===== config.mk =====
export PLATFORM = sky130hd
export DESIGN_NAME = eth_vlg_mac_tx
export DESIGN_NICKNAME = d
export VERILOG_FILES = /design/src/rtl/eth_vlg_mac_tx.sv
export SDC_FILE = /design/constraint.sdc
export NUM_CORES = 1
export LEC_CHECK = 0
export BUFFER_PORTS_ARGS = -buffer_cell sky130_fd_sc_hd__buf_2
export CORE_ASPECT_RATIO = 1.25
export CORE_MARGIN = 1.5
export CORE_UTILIZATION = 53
export DETAILED_ROUTE_END_ITERATION = 8
export PLACE_DENSITY = 0.78
export SETUP_SLACK_MARGIN = 0.4
export SYNTH_ARGS = -nofsm -noshare
export SYNTH_HDL_FRONTEND = slang
export SYNTH_SLANG_ARGS = --single-unit

===== constraint.sdc =====
create_clock -name clk -period 4.9 [get_ports clk]
set_input_delay 0.245 -clock clk [delete_from_list [all_inputs] [get_ports clk]]
set_output_delay 0.245 -clock clk [all_outputs]
set_load 0.03 [all_outputs]

===== src/rtl/eth_vlg_mac_tx.sv =====
//------------------------------------------------------------------------------
// Module      : eth_vlg_mac_tx
// Description : Byte-wide Ethernet MAC transmitter (preamble, header, padding,
//               CRC-32 FCS, inter-frame gap) with a GMII-style PHY output.
// Revision    : 1.0 - initial release
//------------------------------------------------------------------------------
`default_nettype none

package eth_vlg_pkg;
  typedef logic [5:0][7:0] mac_addr_t;
  typedef logic [1:0][7:0] ethertype_t;
  typedef logic [3:0][7:0] ipv4_t;
  typedef struct packed {
    mac_addr_t mac_addr;
    ipv4_t     ipv4_addr;
  } dev_t;
endpackage

module eth_vlg_mac_tx
  import eth_vlg_pkg::*;
#(
  parameter int MIN_PAYLOAD = 46,
  parameter int MAX_PAYLOAD = 1500,
  parameter int IFG_BYTES   = 12
) (
  input  logic       clk,
  input  logic       rst_n,
  input  dev_t       dev,
  input  logic       req,
  input  mac_addr_t  dst_mac,
  input  ethertype_t ethertype,
  input  logic [7:0] in_dat,
  input  logic       in_val,
  input  logic       in_eof,
  output logic       in_rdy,
  output logic [7:0] phy_dat,
  output logic       phy_val,
  output logic       phy_err,
  output logic       busy,
  output logic       done,
  output logic       len_err
);

  localparam logic [31:0] c_crc_init = 32'hFFFF_FFFF;
  localparam logic [31:0] c_poly     = 32'hEDB8_8320;
  localparam logic [10:0] c_min      = 11'(MIN_PAYLOAD);
  localparam logic [10:0] c_max      = 11'(MAX_PAYLOAD);
  localparam logic [10:0] c_ifg_last = 11'(IFG_BYTES - 1);

  typedef enum logic [3:0] {
    S_IDLE    = 4'd0,
    S_PRE     = 4'd1,
    S_SFD     = 4'd2,
    S_DST     = 4'd3,
    S_SRC     = 4'd4,
    S_TYPE    = 4'd5,
    S_PAYLOAD = 4'd6,
    S_PAD     = 4'd7,
    S_FCS     = 4'd8,
    S_ABORT   = 4'd9,
    S_IFG     = 4'd10
  } state_t;

  state_t      r_state, w_nstate;
  logic [10:0] r_cnt, w_ncnt;
  logic [7:0]  r_phy_dat, w_ndat;
  logic        r_phy_val, w_nval;
  logic        r_phy_err, w_nerr;
  logic        r_in_rdy, w_nrdy;
  logic        r_done, w_ndone;
  logic        r_len_err, w_nlen_err;
  logic [31:0] r_crc;
  mac_addr_t   r_dst;
  ethertype_t  r_type;

  logic [31:0] w_crc_inv;
  logic [1:0]  w_fcs_sel;
  logic [10:0] w_pay_base;
  logic [10:0] w_pay_inc;
  logic        w_crc_en;
  logic        w_unused_dev;

  function automatic logic [31:0] crc8(input logic [31:0] crc, input logic [7:0] dat);
    logic [31:0] c;
    c = crc;
    for (int i = 0; i < 8; i++) begin
      c = (c[0] ^ dat[i]) ? ((c >> 1) ^ c_poly) : (c >> 1);
    end
    return c;
  endfunction

  assign w_unused_dev = ^dev.ipv4_addr;
  assign w_crc_inv    = ~r_crc;
  assign w_fcs_sel    = r_cnt[1:0] + 2'd1;
  // Payload count restarts on the first accepted byte, which arrives in TYPE.
  assign w_pay_base   = (r_state == S_TYPE) ? 11'd0 : r_cnt;
  assign w_pay_inc    = (w_pay_base == c_max) ? w_pay_base : w_pay_base + 11'd1;
  assign w_crc_en     = (w_nstate == S_DST) || (w_nstate == S_SRC) || (w_nstate == S_TYPE) ||
                        (w_nstate == S_PAYLOAD) || (w_nstate == S_PAD);

  // Next-state logic computes the byte to be presented in the following cycle.
  always_comb begin
    w_nstate   = r_state;
    w_ncnt     = r_cnt;
    w_ndat     = 8'h00;
    w_nval     = 1'b0;
    w_nerr     = 1'b0;
    w_nrdy     = 1'b0;
    w_ndone    = 1'b0;
    w_nlen_err = 1'b0;
    if (r_in_rdy) begin
      if (in_val) begin
        w_nstate   = S_PAYLOAD;
        w_ncnt     = w_pay_inc;
        w_ndat     = in_dat;
        w_nval     = 1'b1;
        w_nrdy     = !in_eof && (w_pay_inc != c_max);
        w_nlen_err = !in_eof && (w_pay_inc == c_max);
      end else begin
        w_nstate = S_ABORT;
        w_ncnt   = 11'd0;
        w_nval   = 1'b1;
        w_nerr   = 1'b1;
      end
    end else begin
      case (r_state)
        S_IDLE: begin
          if (req) begin
            w_nstate = S_PRE;
            w_ncnt   = 11'd0;
            w_ndat   = 8'h55;
            w_nval   = 1'b1;
          end
        end
        S_PRE: begin
          w_nval = 1'b1;
          if (r_cnt == 11'd6) begin
            w_nstate = S_SFD;
            w_ndat   = 8'hD5;
          end else begin
            w_ncnt = r_cnt + 11'd1;
            w_ndat = 8'h55;
          end
        end
        S_SFD: begin
          w_nstate = S_DST;
          w_ncnt   = 11'd0;
          w_ndat   = r_dst[5];
          w_nval   = 1'b1;
        end
        S_DST: begin
          w_nval = 1'b1;
          if (r_cnt == 11'd5) begin
            w_nstate = S_SRC;
            w_ncnt   = 11'd0;
            w_ndat   = dev.mac_addr[5];
          end else begin
            w_ncnt = r_cnt + 11'd1;
            w_ndat = r_dst[3'd4 - r_cnt[2:0]];
          end
        end
        S_SRC: begin
          w_nval = 1'b1;
          if (r_cnt == 11'd5) begin
            w_nstate = S_TYPE;
            w_ncnt   = 11'd0;
            w_ndat   = r_type[1];
          end else begin
            w_ncnt = r_cnt + 11'd1;
            w_ndat = dev.mac_addr[3'd4 - r_cnt[2:0]];
          end
        end
        S_TYPE: begin
          w_ncnt = 11'd1;
          w_ndat = r_type[0];
          w_nval = 1'b1;
          w_nrdy = 1'b1;
        end
        S_PAYLOAD, S_PAD: begin
          w_nval = 1'b1;
          if (r_cnt < c_min) begin
            w_nstate = S_PAD;
            w_ncnt   = r_cnt + 11'd1;
          end else begin
            w_nstate = S_FCS;
            w_ncnt   = 11'd0;
            w_ndat   = w_crc_inv[7:0];
          end
        end
        S_FCS: begin
          if (r_cnt == 11'd3) begin
            w_nstate = S_IFG;
            w_ncnt   = 11'd0;
            w_ndone  = 1'b1;
          end else begin
            w_ncnt = r_cnt + 11'd1;
            w_ndat = w_crc_inv[{w_fcs_sel, 3'b000} +: 8];
            w_nval = 1'b1;
          end
        end
        S_ABORT: begin
          w_nstate = S_IFG;
          w_ncnt   = 11'd0;
        end
        S_IFG: begin
          if (r_cnt >= c_ifg_last) begin
            w_nstate = S_IDLE;
            w_ncnt   = 11'd0;
          end else begin
            w_ncnt = r_cnt + 11'd1;
          end
        end
        default: begin
          w_nstate = S_IDLE;
          w_ncnt   = 11'd0;
        end
      endcase
    end
  end

  always_ff @(posedge clk) begin
    if (!rst_n) begin
      r_state   <= S_IDLE;
      r_cnt     <= 11'd0;
      r_phy_dat <= 8'h00;
      r_phy_val <= 1'b0;
      r_phy_err <= 1'b0;
      r_in_rdy  <= 1'b0;
      r_done    <= 1'b0;
      r_len_err <= 1'b0;
      r_crc     <= c_crc_init;
    end else begin
      r_state   <= w_nstate;
      r_cnt     <= w_ncnt;
      r_phy_dat <= w_ndat;
      r_phy_val <= w_nval;
      r_phy_err <= w_nerr;
      r_in_rdy  <= w_nrdy;
      r_done    <= w_ndone;
      r_len_err <= w_nlen_err;
      // CRC tracks the byte being loaded, so it is complete when FCS starts.
      if (r_state == S_IDLE) begin
        r_crc <= c_crc_init;
      end else if (w_crc_en) begin
        r_crc <= crc8(r_crc, w_ndat);
      end
    end
  end

  always_ff @(posedge clk) begin
    if (r_state == S_IDLE && req) begin
      r_dst  <= dst_mac;
      r_type <= ethertype;
    end
  end

  assign in_rdy  = r_in_rdy;
  assign phy_dat = r_phy_dat;
  assign phy_val = r_phy_val;
  assign phy_err = r_phy_err;
  assign busy    = (r_state != S_IDLE);
  assign done    = r_done;
  assign len_err = r_len_err;

endmodule

`default_nettype wire


# Word-level counts from Yosys, hierarchy flattened
# Index checks and enable logic that the tools add are counted.
op_classes:
  n_reduce_logical: 18
  magnitude_cmp: 3
  n_addsub: 4
  n_mux: 51
  shift: 1
  bitwise: 19
  eq_ne: 23
op_table:
  columns: ["operator", "count"]
  rows:
  - ["$mux 32", 8]
  - ["$not 13->14", 8]
  - ["$mux 11", 10]
  - ["$pmux 11 s7", 1]
  - ["$mux 8", 9]
  - ["$pmux 8 s8", 1]
  - ["$bmux 8 s3", 2]
  - ["$pmux 4 s10", 1]
  - ["$mux 4", 9]
  - ["$eq 4x3->1 const B", 8]
  - ["$not 32->32", 1]
  - ["$shiftx 32x6->8", 1]
  - ["$add 11x1->11 const B", 2]
  - ["$eq 11x11->1 const B", 2]
  - ["$eq 11x3->1 const B", 2]
  - ["$eq 4x2->1 const B", 3]
  - ["$eq 4x4->1 const B", 3]
  - ["$eq 11x2->1 const B", 1]
  - ["$ge 11x4->1 const B", 1]
  - ["$lt 11x6->1 const B", 1]
  - ["$ne 11x11->1 const B", 1]
  - ["$mux 1", 8]
  - ["$xor 1x1->1", 8]
  - ["$mux 7", 1]
  - ["17 further kinds", 27]
word_totals:
  in_bits: 157
  wordCells: 136
  out_inout_bits: 14
  register_bits: 124

# Depth between registers and ports, before layout
logic_depth:
  word_depth: 22
  depth_mapped: 18
  depth_no_buf: 14

# Worst setup path after synthesis
# OpenSTA, ideal clock, no wires.
synth_path:
  path_kind: "register to register"
  start: "reg r_cnt[0]"
  end: "reg r_crc[20]"
  stages_incl_launch_ff: 19
  path_slack_ns: 0.580
  path_buffers: 6
  arrival_time_ns: 4.178
  setup_time_ns: 0.141
  required_time_ns: 4.759
  synth_period_minus_slack_ns: 4.320
  cell_sequence: "dfxtp_1 buf_4 buf_4 buf_4 inv_2 ha_1 buf_2 buf_4 clkbuf_1 mux4_2 and2_1 o221ai_1 nand4_1 o21a_1 o21ai_2 xor2_1 xnor2_1 xnor2_1 o211ai_1"
synth_via:
  elab_chain_cells: 20
synth_lines:
  columns: ["element", "line_no", "text"]
  rows:
  - ["start, declared", "65", "logic [10:0] r_cnt, w_ncnt;"]
  - ["start signal, assigned", "234", "r_cnt <= w_ncnt;"]
  - ["branches (longest 20 deep; another with $add 2x1->2)", null, null]
  - ["end signal, assigned", "231", "r_crc <= c_crc_init;"]
  - ["end signal, assigned", "243", "r_crc <= c_crc_init;"]
  - ["end signal, assigned", "245", "r_crc <= crc8(r_crc, w_ndat);"]
  - ["end, declared", "72", "logic [31:0] r_crc;"]
# Parallel ways; which one is timed is not known. The select of a mux whose other input is x is not followed.
# A chain may end at the register's enable or synchronous reset.

# Worst setup path after layout
layout_path:
  start: "reg r_state[2]"
  end: "reg r_crc[19]"
layout_via:
  elab_chain_cells: 18
layout_lines:
  columns: ["element", "line_no", "text"]
  rows:
  - ["start, declared", "64", "state_t r_state, w_nstate;"]
  - ["start signal, assigned", "233", "r_state <= w_nstate;"]
  - ["$eq 4x3->1", "126", "case (r_state)"]
  - ["$reduce_or 2->1", "126", null]
  - ["$pmux 8 s8", "126", null]
  - ["$mux 8", "111", "if (r_in_rdy) begin"]
  - ["$xor 1x1->1", "87", "c = (c[0] ^ dat[i]) ? ((c >> 1) ^ c_poly) : (c >> 1);"]
  - ["$mux 32 (2 in series)", "87", null]
  - ["$not 13->14 (no source line)", null, null]
  - ["$mux 32", "87", null]
  - ["$not 13->14 (no source line)", null, null]
  - ["$mux 32 (2 in series)", "87", null]
  - ["$not 13->14 (no source line)", null, null]
  - ["$mux 32", "87", null]
  - ["$not 13->14 (no source line)", null, null]
  - ["$mux 32", "87", null]
  - ["$not 13->14 (no source line)", null, null]
  - ["$mux 32", "87", null]
# Parallel ways exist; a longest one is shown, timed or not.

==> summary.txt <==
Finish
  • Non-Filler Cell Area, Final: 9580 sq um
  • Utilization of the core after routing: 0.690
  • Share of cells above drive strength 1: 0.266
  • Highest-count cells in the layout ignoring fill and taps: sky130_fd_sc_hd__buf_2 (138), sky130_fd_sc_hd__nand2_1 (71), sky130_fd_sc_hd__edfxtp_1 (64), sky130_fd_sc_hd__dfxtp_1 (59), sky130_fd_sc_hd__dlygate4sd3_1 (59)
  • Diodes inserted: 0
  • Synth-to-layout area growth: 26.3%
  • Net count of the finished layout: 1072
  • Most common cell after layout, fill and taps aside: sky130_fd_sc_hd__buf_2

Yosys
  • FFs w/ async S/R, synth: 0
  • Synth Register Bits: 124
  • Warnings from Yosys: 0
  • Area fraction in and, or, nand and nor cells after synthesis: 0.163
  • Synth Flop Type: sky130_fd_sc_hd__edfxtp_1
  • Syn Nets: 891
  • Multiplexer share of the synthesized area: 0.107
  • Distinct cell type count after synthesis: 94
  • Main combinational cell family by area after synthesis: compound AO/OA/AOI/OAI gates
  • Arithmetic-cell share of the synthesized area counting full adders, half adders and majority gates: 0.00990
  • Post-synthesis average cell area: 10.4 sq um
  • Share of the synthesized area in compound gates (AO/OA/AOI/OAI): 0.164
  • Post-synthesis cell area: 7580 sq um
  • Count of flip-flops with a built-in enable after synthesis: 64
  • Sequential element share of the synthesized area: 0.412
  • Count of mapped cells out of synthesis: 728
  • XOR/XNOR share of the synthesized area: 0.105

Min path
  • HP Class: input pin to flip-flop
  • Launch point of the worst hold path: dst_mac[28]
  • Worst min-delay path endpoint: r_dst[28]$_DFFE_PP_
  • Hold-critical path depth: 1

Timing
  • Maximum clock skew at final layout: 0.0101 ns
  • Highest clock frequency the design can meet: 240 MHz
  • Final Hold Vio Count: 0
  • Final Setup Violations: 0
  • Rel. slew slack: 0.270
  • Worst slack on hold paths: 0.0110 ns
  • Final sum of negative setup slack: 0 ns
  • Clock period minus final worst setup slack: 4.17 ns
  • Final worst path period share: 0.852
  • Final Worst Setup Slack: 0.726 ns
  • Max Transition Viols Final: 0
  • Unrepaired setup endpoints after global routing: no
  • Tightest Pin Transition: 1.10 ns

CTS
  • Clock slew at the register clock pins of the worst setup and hold paths: 0.06 ns
  • CTS tree: done
  • TritonCTS Sinks: 124
  • Insertion delay to the later sink of the worst-skew pair: 0.43 ns
  • Cell at the root of the clock tree: sky130_fd_sc_hd__clkbuf_16
  • Buffer levels on the longest clock path: 2
  • Clock buffers created by TritonCTS: 17
  • Buffers inserted during post-CTS setup optimization: 0
  • Post-cts resize count: 0
  • H-tree levels: 4

Critical path
  • Maximum fanout along the worst path: 23
  • Worst R2R Setup Slack: 0.73 ns
  • Critical path data required time: 5.16 ns
  • Sequence of cells on the critical path: nor3b_1 -> nor2b_1 -> o21ai_0 -> o21a_1 -> a21o_1 -> a21oi_2 -> xnor3_1 -> xnor3_2 -> xnor2_1 -> a22oi_1
  • Endpoint arrival time on the critical path: 4.44 ns
  • Critical path class: flip-flop to flip-flop
  • Depth of the worst register-to-register path: 10
  • Worst reg2reg startpoint: r_state[2]$_SDFF_PN0_
  • Type of element capturing the critical path: flip-flop
  • Startpoint types: flip-flop
  • Capturing point of the worst reg2reg path: r_crc[19]$_SDFFE_PP1P_
  • Max incr delay on CP: 0.74 ns
  • Slowest-stage cell, CP: sky130_fd_sc_hd__dfxtp_1

Placement
  • Final HPWL from detailed placement: 16200 microns
  • Pre-CTS setup slack: 0.811 ns
  • Final RePlAce weighted congestion: 0.960
  • Post-Place Cell Area: 8400 sq um
  • Buffers added on ports: 138

Die
  • Starting density of the core: 0.546
  • Top-level port count: 171
  • Core area: 13900 sq um
  • Width of the die: 110 microns
  • Floorplan die area: 15000 sq um
  • Row count: 48
  • Overall die height: 137 microns

Routing
  • Total number of vias: 6910
  • Final wirelength: 23900 microns
  • Via density: 6.30
  • Post-route DRC: 0
  • Violation count after the first detailed-routing iteration: 766
  • WL/cell: 21.8 microns
  • Post-route ant nets: 0
  • Detailed-routing iteration count for the pre-antenna-repair pass: 5

Global routing
  • Number of antenna violations at the first check in global routing: 0
  • Global route overflow: 0
  • Global-route wire length before repair: 37100 microns
  • Via count of the first global-routing pass: 6914
  • Overall fraction of global-route tracks in use: 0.333
  • Largest net degree at the start of global routing: 47

Pwr
  • Pwr per Cell Area: 292 nW/um^2
  • Maximum vdd ir drop: 285 uV
  • Static power due to leakage: 3.74 nW

Run status
  • Run status: finished clean

Job
  • Number of violations of the max-capacitance limit: 0
routing by layer:
metal | global-route usage | up-vias | wire length, microns
met5 | 0 | - | 0
met4 | 0.181 | 0 | 1080
met3 | 0.0619 | 86 | 1760
met2 | 0.562 | 410 | 12100
met1 | 0.398 | 3319 | 8930
li1 | - | 3095 | -
synthesized netlist by cell type (3+ instances only):
| cell type | number | area (sq um) |
|---|---|---|
| sky130_fd_sc_hd__mux4_2 | 24 | 541 |
| sky130_fd_sc_hd__edfxtp_1 | 64 | 1920 |
| sky130_fd_sc_hd__a221oi_1 | 5 | 43.8 |
| sky130_fd_sc_hd__ha_1 | 6 | 75.1 |
| sky130_fd_sc_hd__nand2_1 | 71 | 267 |
| sky130_fd_sc_hd__dfxtp_1 | 60 | 1200 |
| sky130_fd_sc_hd__a32oi_1 | 4 | 35.0 |
| sky130_fd_sc_hd__or3_1 | 4 | 25.0 |
| sky130_fd_sc_hd__nor2_1 | 50 | 188 |
| sky130_fd_sc_hd__buf_2 | 12 | 60.1 |
| sky130_fd_sc_hd__clkbuf_1 | 29 | 109 |
| sky130_fd_sc_hd__mux2_2 | 3 | 33.8 |
| sky130_fd_sc_hd__a22oi_1 | 12 | 90.1 |
| sky130_fd_sc_hd__or4_1 | 5 | 37.5 |
| sky130_fd_sc_hd__nor2b_1 | 8 | 50.1 |
| sky130_fd_sc_hd__o221ai_1 | 4 | 35.0 |
| sky130_fd_sc_hd__inv_1 | 11 | 41.3 |
| sky130_fd_sc_hd__buf_1 | 4 | 15.0 |
| sky130_fd_sc_hd__nand4_1 | 9 | 56.3 |
| sky130_fd_sc_hd__o21ai_0 | 24 | 120 |
| sky130_fd_sc_hd__xnor2_1 | 45 | 394 |
| sky130_fd_sc_hd__nand3b_1 | 3 | 22.5 |
| sky130_fd_sc_hd__mux2i_1 | 24 | 240 |
| sky130_fd_sc_hd__buf_4 | 7 | 52.6 |
| sky130_fd_sc_hd__o21ai_1 | 6 | 30.0 |
| sky130_fd_sc_hd__nor3_1 | 18 | 90.1 |
| sky130_fd_sc_hd__a21oi_1 | 34 | 170 |
| sky130_fd_sc_hd__xor2_1 | 22 | 193 |
| sky130_fd_sc_hd__nor4b_1 | 3 | 26.3 |
| sky130_fd_sc_hd__xnor3_1 | 4 | 90.1 |
| sky130_fd_sc_hd__o211ai_1 | 19 | 143 |
| sky130_fd_sc_hd__nand2b_1 | 3 | 18.8 |
| sky130_fd_sc_hd__nor3b_1 | 7 | 52.6 |
| sky130_fd_sc_hd__a21o_1 | 8 | 60.1 |
| sky130_fd_sc_hd__and2_1 | 11 | 68.8 |
| sky130_fd_sc_hd__or2_2 | 3 | 18.8 |
| sky130_fd_sc_hd__o32a_1 | 3 | 30.0 |
| sky130_fd_sc_hd__nand3_1 | 16 | 80.1 |
| sky130_fd_sc_hd__and3_1 | 7 | 43.8 |
| sky130_fd_sc_hd__o21a_1 | 3 | 22.5 |
through the flow:
stage,std cells,total power (W)
after CTS,1096,0.00278
after floorplan,728,0.00138
after detailed placement,1006,0.00150
after global placement,1006,0.00149
final,1097,0.00280
after global routing,1097,0.00286
worst max-delay path: cells and delay by family (launching register included):
family           cells  cell delay [ns]
AND/OR/NAND/NOR      2             1.12
AO/OA/AOI/OAI        5             1.29
flip-flops           1             0.74
XOR/XNOR             3             0.84
cells by family (layout without fill, tap and decap cells):
logic type               Yosys count  in the layout
flip-flops                       124            124
adder cells (fa/ha/maj)            6              6
buffers and inverters             65            259
multiplexers                      51             51
AO/OA/AOI/OAI                    168            168
XOR/XNOR                          77             77
AND/OR/NAND/NOR                  237            237
power breakdown:
part	switching, W	internal (W)	leakage [nW]
clock network	0.000499	0.000765	0.280
registers	0.0000201	0.00114	1.10
logic	0.000192	0.000180	2.36
final cells by class:
cell class,instances,area (sq um)
Inverter,12,45.0
Tap cell,175,219
Clock inverter,13,141
Clock buffer,19,443
Sequential cell,124,3120
Multi-Input combinational cell,539,4170
Timing Repair Buffer,215,1430
Fill cell,952,4300
flip-flops by register name, indices dropped and copies added (netlist names):
name and flops:
r_state 4, r_dst 48, r_type 16, phy_dat 8, done 1, r_cnt 11
len_err 1, phy_val 1, r_crc 32, phy_err 1, in_rdy 1
worst max-delay path by stage:
stage / from / slack (ns) / end
2_1_floorplan: r_cnt[0]$_SDFFE_PN0P_ / 0.58 / r_crc[20]$_SDFFE_PP1P_
3_3_place_gp: r_cnt[0]$_SDFFE_PN0P_ / 0.83 / r_crc[29]$_SDFFE_PP1P_
3_5_place_dp: r_cnt[0]$_SDFFE_PN0P_ / 0.81 / r_crc[29]$_SDFFE_PP1P_
4_1_cts: r_cnt[0]$_SDFFE_PN0P_ / 0.79 / r_crc[29]$_SDFFE_PP1P_
5_1_grt: r_cnt[0]$_SDFFE_PN0P_ / 0.49 / r_crc[17]$_SDFFE_PP1P_
6_report: r_state[2]$_SDFF_PN0_ / 0.73 / r_crc[19]$_SDFFE_PP1P_
timing repair:
item,4_1_cts,5_1_grt
endpoints found under the hold margin,58,1
setup endpoints to repair,0,0
hold buffers,58,1
Power figures use the tool's default switching activity.
